$ cat src/rtl/rx_axis_stats.sv
// rx_axis_stats: 10G RX AXI-Stream frame statistics (good/bad/runt/bytes/last length) behind AXI-Lite.
// Define RX_AXIS_STATS_SATURATE_EN to make every counter saturate instead of wrapping.
module rx_axis_stats #(
    parameter int AXIL_ADDR_WIDTH  = 32,
    parameter int MIN_FRAME_LENGTH = 64
) (
    input  logic                       clk,
    input  logic                       rst_n,
    input  logic [63:0]                s_axis_tdata,
    input  logic [7:0]                 s_axis_tkeep,
    input  logic                       s_axis_tvalid,
    output logic                       s_axis_tready,
    input  logic                       s_axis_tlast,
    input  logic                       s_axis_tuser,
    input  logic [AXIL_ADDR_WIDTH-1:0] s_axil_awaddr,
    input  logic [2:0]                 s_axil_awprot,
    input  logic                       s_axil_awvalid,
    output logic                       s_axil_awready,
    input  logic [31:0]                s_axil_wdata,
    input  logic [3:0]                 s_axil_wstrb,
    input  logic                       s_axil_wvalid,
    output logic                       s_axil_wready,
    output logic [1:0]                 s_axil_bresp,
    output logic                       s_axil_bvalid,
    input  logic                       s_axil_bready,
    input  logic [AXIL_ADDR_WIDTH-1:0] s_axil_araddr,
    input  logic [2:0]                 s_axil_arprot,
    input  logic                       s_axil_arvalid,
    output logic                       s_axil_arready,
    output logic [31:0]                s_axil_rdata,
    output logic [1:0]                 s_axil_rresp,
    output logic                       s_axil_rvalid,
    input  logic                       s_axil_rready
);
    typedef enum logic {IDLE, RESP} state_t;
    state_t      rd_q, wr_q;
    logic [31:0] good_q, good_d, bad_q, bad_d, runt_q, runt_d, snap_q, snap_d, rdata_q, rd_mux;
    logic [63:0] bytes_q, bytes_d;
    logic [15:0] acc_q, acc_d, last_q, last_d, flen;
    logic [3:0]  cnt;
    logic        beat, eof, ar_hs, aw_hs, clr_q, arready_q, rvalid_q, bvalid_q, unused;

    function automatic logic [31:0] inc32(input logic [31:0] v);
`ifdef RX_AXIS_STATS_SATURATE_EN
        return &v ? v : v + 32'd1;
`else
        return v + 32'd1;
`endif
    endfunction

    function automatic logic [63:0] add64(input logic [63:0] v, input logic [15:0] n);
`ifdef RX_AXIS_STATS_SATURATE_EN
        logic [64:0] s;
        s = {1'b0, v} + {49'd0, n};
        return s[64] ? '1 : s[63:0];
`else
        return v + {48'd0, n};
`endif
    endfunction

    assign s_axis_tready  = rst_n;
    assign beat           = s_axis_tvalid & s_axis_tready;
    assign eof            = beat & s_axis_tlast;
    assign cnt            = 4'($countones(s_axis_tkeep));
    assign flen           = acc_q + {12'd0, cnt};
    assign ar_hs          = s_axil_arvalid & arready_q;
    assign aw_hs          = rst_n & (wr_q == IDLE) & s_axil_awvalid & s_axil_wvalid;
    assign s_axil_awready = aw_hs;
    assign s_axil_wready  = aw_hs;
    assign s_axil_bresp   = 2'b00;
    assign s_axil_bvalid  = bvalid_q;
    assign s_axil_arready = arready_q;
    assign s_axil_rdata   = rdata_q;
    assign s_axil_rresp   = 2'b00;
    assign s_axil_rvalid  = rvalid_q;
    assign unused = ^{s_axis_tdata, s_axil_awprot, s_axil_arprot, s_axil_wdata[31:1],
                      s_axil_wstrb[3:1], s_axil_araddr, s_axil_awaddr};

    // A pending clear overrides every update in the same cycle, including a frame end.
    always_comb begin
        acc_d   = eof ? 16'd0 : beat ? flen : acc_q;
        good_d  = (eof & ~s_axis_tuser) ? inc32(good_q) : good_q;
        bad_d   = (eof & s_axis_tuser) ? inc32(bad_q) : bad_q;
        runt_d  = (eof & ({16'd0, flen} < 32'(MIN_FRAME_LENGTH))) ? inc32(runt_q) : runt_q;
        last_d  = eof ? flen : last_q;
        bytes_d = (eof & ~s_axis_tuser) ? add64(bytes_q, flen) : bytes_q;
        snap_d  = (ar_hs & (s_axil_araddr[4:2] == 3'd2)) ? bytes_q[63:32] : snap_q;
        if (clr_q) begin
            {acc_d, good_d, bad_d, runt_d, last_d, bytes_d, snap_d} = '0;
        end
    end

    always_comb begin
        rd_mux = 32'd0;
        case (s_axil_araddr[4:2])
            3'd0: rd_mux = good_q;
            3'd1: rd_mux = bad_q;
            3'd2: rd_mux = bytes_q[31:0];
            3'd3: rd_mux = snap_q;
            3'd4: rd_mux = runt_q;
            3'd5: rd_mux = {16'd0, last_q};
            default: rd_mux = 32'd0;
        endcase
    end

    always_ff @(posedge clk or negedge rst_n) begin
        if (!rst_n) begin
            {acc_q, good_q, bad_q, runt_q, last_q, bytes_q, snap_q} <= '0;
        end else begin
            {acc_q, good_q, bad_q, runt_q, last_q, bytes_q, snap_q} <=
                {acc_d, good_d, bad_d, runt_d, last_d, bytes_d, snap_d};
        end
    end

    always_ff @(posedge clk or negedge rst_n) begin
        if (!rst_n) begin
            rd_q      <= IDLE;
            arready_q <= 1'b0;
            rvalid_q  <= 1'b0;
            rdata_q   <= 32'd0;
        end else if (rd_q == IDLE) begin
            arready_q <= 1'b1;
            if (ar_hs) begin
                rdata_q   <= rd_mux;
                rvalid_q  <= 1'b1;
                arready_q <= 1'b0;
                rd_q      <= RESP;
            end
        end else if (s_axil_rready) begin
            rvalid_q  <= 1'b0;
            arready_q <= 1'b1;
            rd_q      <= IDLE;
        end
    end

    always_ff @(posedge clk or negedge rst_n) begin
        if (!rst_n) begin
            wr_q     <= IDLE;
            bvalid_q <= 1'b0;
            clr_q    <= 1'b0;
        end else begin
            clr_q <= aw_hs & (s_axil_awaddr[4:2] == 3'd6) & s_axil_wdata[0] & s_axil_wstrb[0];
            if (wr_q == IDLE) begin
                if (aw_hs) begin
                    bvalid_q <= 1'b1;
                    wr_q     <= RESP;
                end
            end else if (s_axil_bready) begin
                bvalid_q <= 1'b0;
                wr_q     <= IDLE;
            end
        end
    end
endmodule

$ cat config.mk
export PLATFORM = sky130hd
export DESIGN_NAME = rx_axis_stats
export DESIGN_NICKNAME = d
export VERILOG_FILES = /design/src/rtl/rx_axis_stats.sv
export SDC_FILE = /design/constraint.sdc
export NUM_CORES = 1
export LEC_CHECK = 0
export ABC_AREA = 1
export CORE_ASPECT_RATIO = 0.8
export CORE_UTILIZATION = 50
export CTS_CLUSTER_DIAMETER = 50
export CTS_CLUSTER_SIZE = 12
export DETAILED_ROUTE_END_ITERATION = 8
export MAX_ROUTING_LAYER = met4
export PLACE_DENSITY = 0.77
export SLEW_MARGIN = 20
export SYNTH_ARGS = -nofsm -noshare
export SYNTH_HDL_FRONTEND = slang
export SYNTH_SLANG_ARGS = --single-unit
$ cat constraint.sdc
create_clock -name clk -period 3.95 [get_ports clk]
set_input_delay 0.79 -clock clk [delete_from_list [all_inputs] [get_ports clk]]
set_output_delay 0.79 -clock clk [all_outputs]
set_load 0.01 [all_outputs]
==> results.yml <==
power:
  power.total_mw: 10.0
  vdd_drop_max_mv: 0.644
  power.leakage_nw: 9.65
  power.density_nw_per_um2: 482
place:
  dpl_worst_slack_ps: -1630
  placedCellCount: 2848
  port_buffers: 63
  place_congestion: 0.996
  hpwl_um: 47500
timing:
  fin_skew_ps: 12.4
  period_needed_ps: 4690
  max_freq_ghz: 0.213
  finalSetupTns_ps: -45370
  period_share_pct: 119
  hold_viol_final: 0
  tightest_slew_ps: 981
  rsz0062_at_grt: "yes"
  drv_slew: 0
  slew_headroom_pct: 34.1
  finalSetupViolations: 93
  setup_ws_ps: -743
synth:
  synth_top_family_by_area: "simple AND/OR/NAND/NOR gates"
  synth_compound_area_share_pct: 12.7
  synthAdderAreaFrac_pct: 2.72
  postSynth.topFlopCell: "dfrtp_1"
  ys_warn_count: 0
  synthCells: 2329
  ys_async_sr_fraction_pct: 100
  synth_seq_area_share_pct: 40.0
  syn_area_um2: 16400
  synth.area.mux_share_pct: 0
  ys_types: 47
  synth-seq-cells: 262
  yosys.area_share.simple_pct: 31.7
  synth_edf_count: 0
  synth_xor_xnor_area_share_pct: 2.09
  avgSynthCellArea_um2: 7.03
clocking:
  htreeDepth: 2
  clock-sinks: 262
  clock_tree.root_cell: "clkbuf_16"
  clock_latency_ps: 530
  tritoncts: "built"
  numCtsBuffers: 35
  clkTransAtPathRegs_ps: 50
  clock_path_buffers: 3
setup_path:
  slowest_delay_ps: 530
  crit_fanout: 8
  worst-path-buf-inv: 4
  rr_startpoint: "acc_q[0]$_DFFE_PN0P_"
  crit_family: "adder cells"
  startpoint: "s_axis_tkeep[1]"
  cp_cell_sequence: "buf_6 -> fa_1 -> inv_1 -> fa_1 -> fa_1 -> fa_2 -> fa_2 -> inv_2 -> nand3_2 -> nand2_4 -> nand3_1 -> nand2_2 -> inv_2 -> ha_4 -> nand2_2 -> o21ai_2 -> nand2_1 -> nand2_1 -> nand2_2 -> nand3_4 -> nand3_1 -> nand2_1 -> nand2_1 -> nor2_1"
  critPathLaunchType: "input pin"
  critPathRequiredTime_ps: 4410
  crit_path_frequent_cell: "nand2_1"
  end_kind: "flip-flop"
  critPathArrivalTime_ps: 5150
  crit_slowest_cell: "fa_1"
  critical_path_class: "input pin to flip-flop"
cells_and_area:
  mostFrequentLayoutCells: "nand2_1, inv_1, dfrtp_1"
  utilization_pct: 65.4
  mostFrequentLayoutCell: "nand2_1"
  nets: 2718
  syn2layout_area_growth_pct: 27.0
  fin_cells: 2939
  n_fill_cell: 2715
  drive_gt1_share_pct: 17.0
drt:
  via_per_inst: 6.03
  dr.pass1.iters: 5
  drt_iter0_markers: 2217
  wire_per_inst_um: 21.8
  ant_nets: 0
  wl_um: 64100
  route.detailed.drc: 0
  dr_total_vias: 17719
flow_run:
  max-cap-violations: 0
floorplanning:
  core-area_um2: 31800
  die_h_um: 164
  die_w_um: 204
  start_util_pct: 51.5
  ios: 230
  row_count: 58
  die_area_um2: 33500
global_routing:
  overflow: 0
  grt_pass1_vias: 16257
  grt_pass1_wl_um: 97000
  grt_max_degree: 82
  grtUsageTotal_pct: 39.5
  antenna_found_initial: 1
worst_hold_path:
  min_path_type: "input pin to asynchronous set/reset pin"
outcome:
  violations: "negative setup slack"
  status: "finished, violations left"
[report_power, final]
| part | switching, mW | internal [mW] |
|---|---|---|
| Clock | 1.30 | 2.06 |
| Combinational | 1.76 | 1.57 |
| Sequential | 0.333 | 3.00 |
| Total | 3.39 | 6.64 |
[cell families after synthesis]
logic type                 count (synthesis)
AOI/OAI and AO/OA                        356
xor gates and xnor gates                  39
adders and majority gates                 32
buffers and inverters                    451
DFF                                      262
other                                      1
and+or+nand+nor                         1188
[metrics by stage]
stage	hold slack, ps	cell area (um^2)
final	85.0	20800
after floorplan	417	16800
after CTS	73.2	20200
after global placement	428	18500
after detailed placement	445	18500
after global routing	76.0	20800
[cells in the mapped netlist (3+ instances only)]
master / count / area share, %
buf_4: 6 / 0.28
buf_1: 6 / 0.14
o221ai_1: 6 / 0.32
buf_6: 3 / 0.21
xnor2_1: 6 / 0.32
o21ai_0: 130 / 4.0
nand4_1: 106 / 4.1
clkbuf_1: 48 / 1.1
nor2_4: 3 / 0.21
ha_1: 26 / 2.0
buf_2: 12 / 0.37
clkinv_1: 7 / 0.16
xor2_1: 33 / 1.8
fa_1: 6 / 0.73
nand3b_1: 5 / 0.23
a41oi_1: 5 / 0.27
o31ai_1: 5 / 0.23
nand2_1: 545 / 12
nand2_2: 4 / 0.15
o21a_1: 4 / 0.18
nor2_1: 238 / 5.5
a211oi_1: 11 / 0.50
a21oi_1: 78 / 2.4
or2_2: 4 / 0.15
inv_1: 367 / 8.4
nand3_1: 169 / 5.2
nor3_1: 90 / 2.8
a221oi_1: 19 / 1.0
nor4_1: 12 / 0.46
dfrtp_1: 262 / 40
o22ai_1: 90 / 3.4
[worst paths after layout]
kind	to	slack [ps]	cells after the start
setup / recovery	bytes_q[38]$_DFFE_PN0P_	-740	24
hold / removal	bytes_q[54]$_DFFE_PN0P_	80	1
setup reg to reg	bytes_q[38]$_DFFE_PN0P_	-250	22
hold reg to reg	s_axil_bvalid$_DFFE_PN0P_	450	1
max in group asynchronous	bad_q[9]$_DFFE_PN0P_	1740	3
min in group clk	s_axil_bvalid$_DFFE_PN0P_	450	1
[routing by layer]
layer | routed length, um | global-route usage, % | vias to the layer above
met1 | 27700 | 57.4 | 8466
met4 | 2100 | 11.4 | 0
met2 | 27000 | 55.3 | 1042
met5 | 0 | - | -
met3 | 7250 | 8.06 | 153
li1 | - | - | 8058
[state kept, by name, indices dropped and copies added (netlist names)]
signal,cells
s_axil_arready,1
s_axil_rvalid,1
s_axil_rdata,32
acc_q,16
snap_q,32
good_q,32
last_q,16
rd_q,1
clr_q,1
runt_q,32
wr_q,1
bad_q,32
s_axil_bvalid,1
bytes_q,64
[final cells by class]
cell class / count / area (um^2) / area share (%)
well taps: 420 / 526 / 2.53
clock buffers: 40 / 947 / 4.56
clock inverters: 17 / 244 / 1.17
repair buffers: 204 / 1960 / 9.41
multi-input cells: 1619 / 9140 / 44.0
diodes: 1 / 2.50 / 0.0120
inverters: 376 / 1420 / 6.84
flip-flops and latches: 262 / 6560 / 31.5
[timing repair]
action                     4_1_cts  5_1_grt
resized for setup               91      120
hold buffers                     0        0
pin swaps                       47       83
setup endpoints to repair       96       95
setup buffers                   12       16
gates cloned                     6        0
Power figures use the tool's default switching activity.
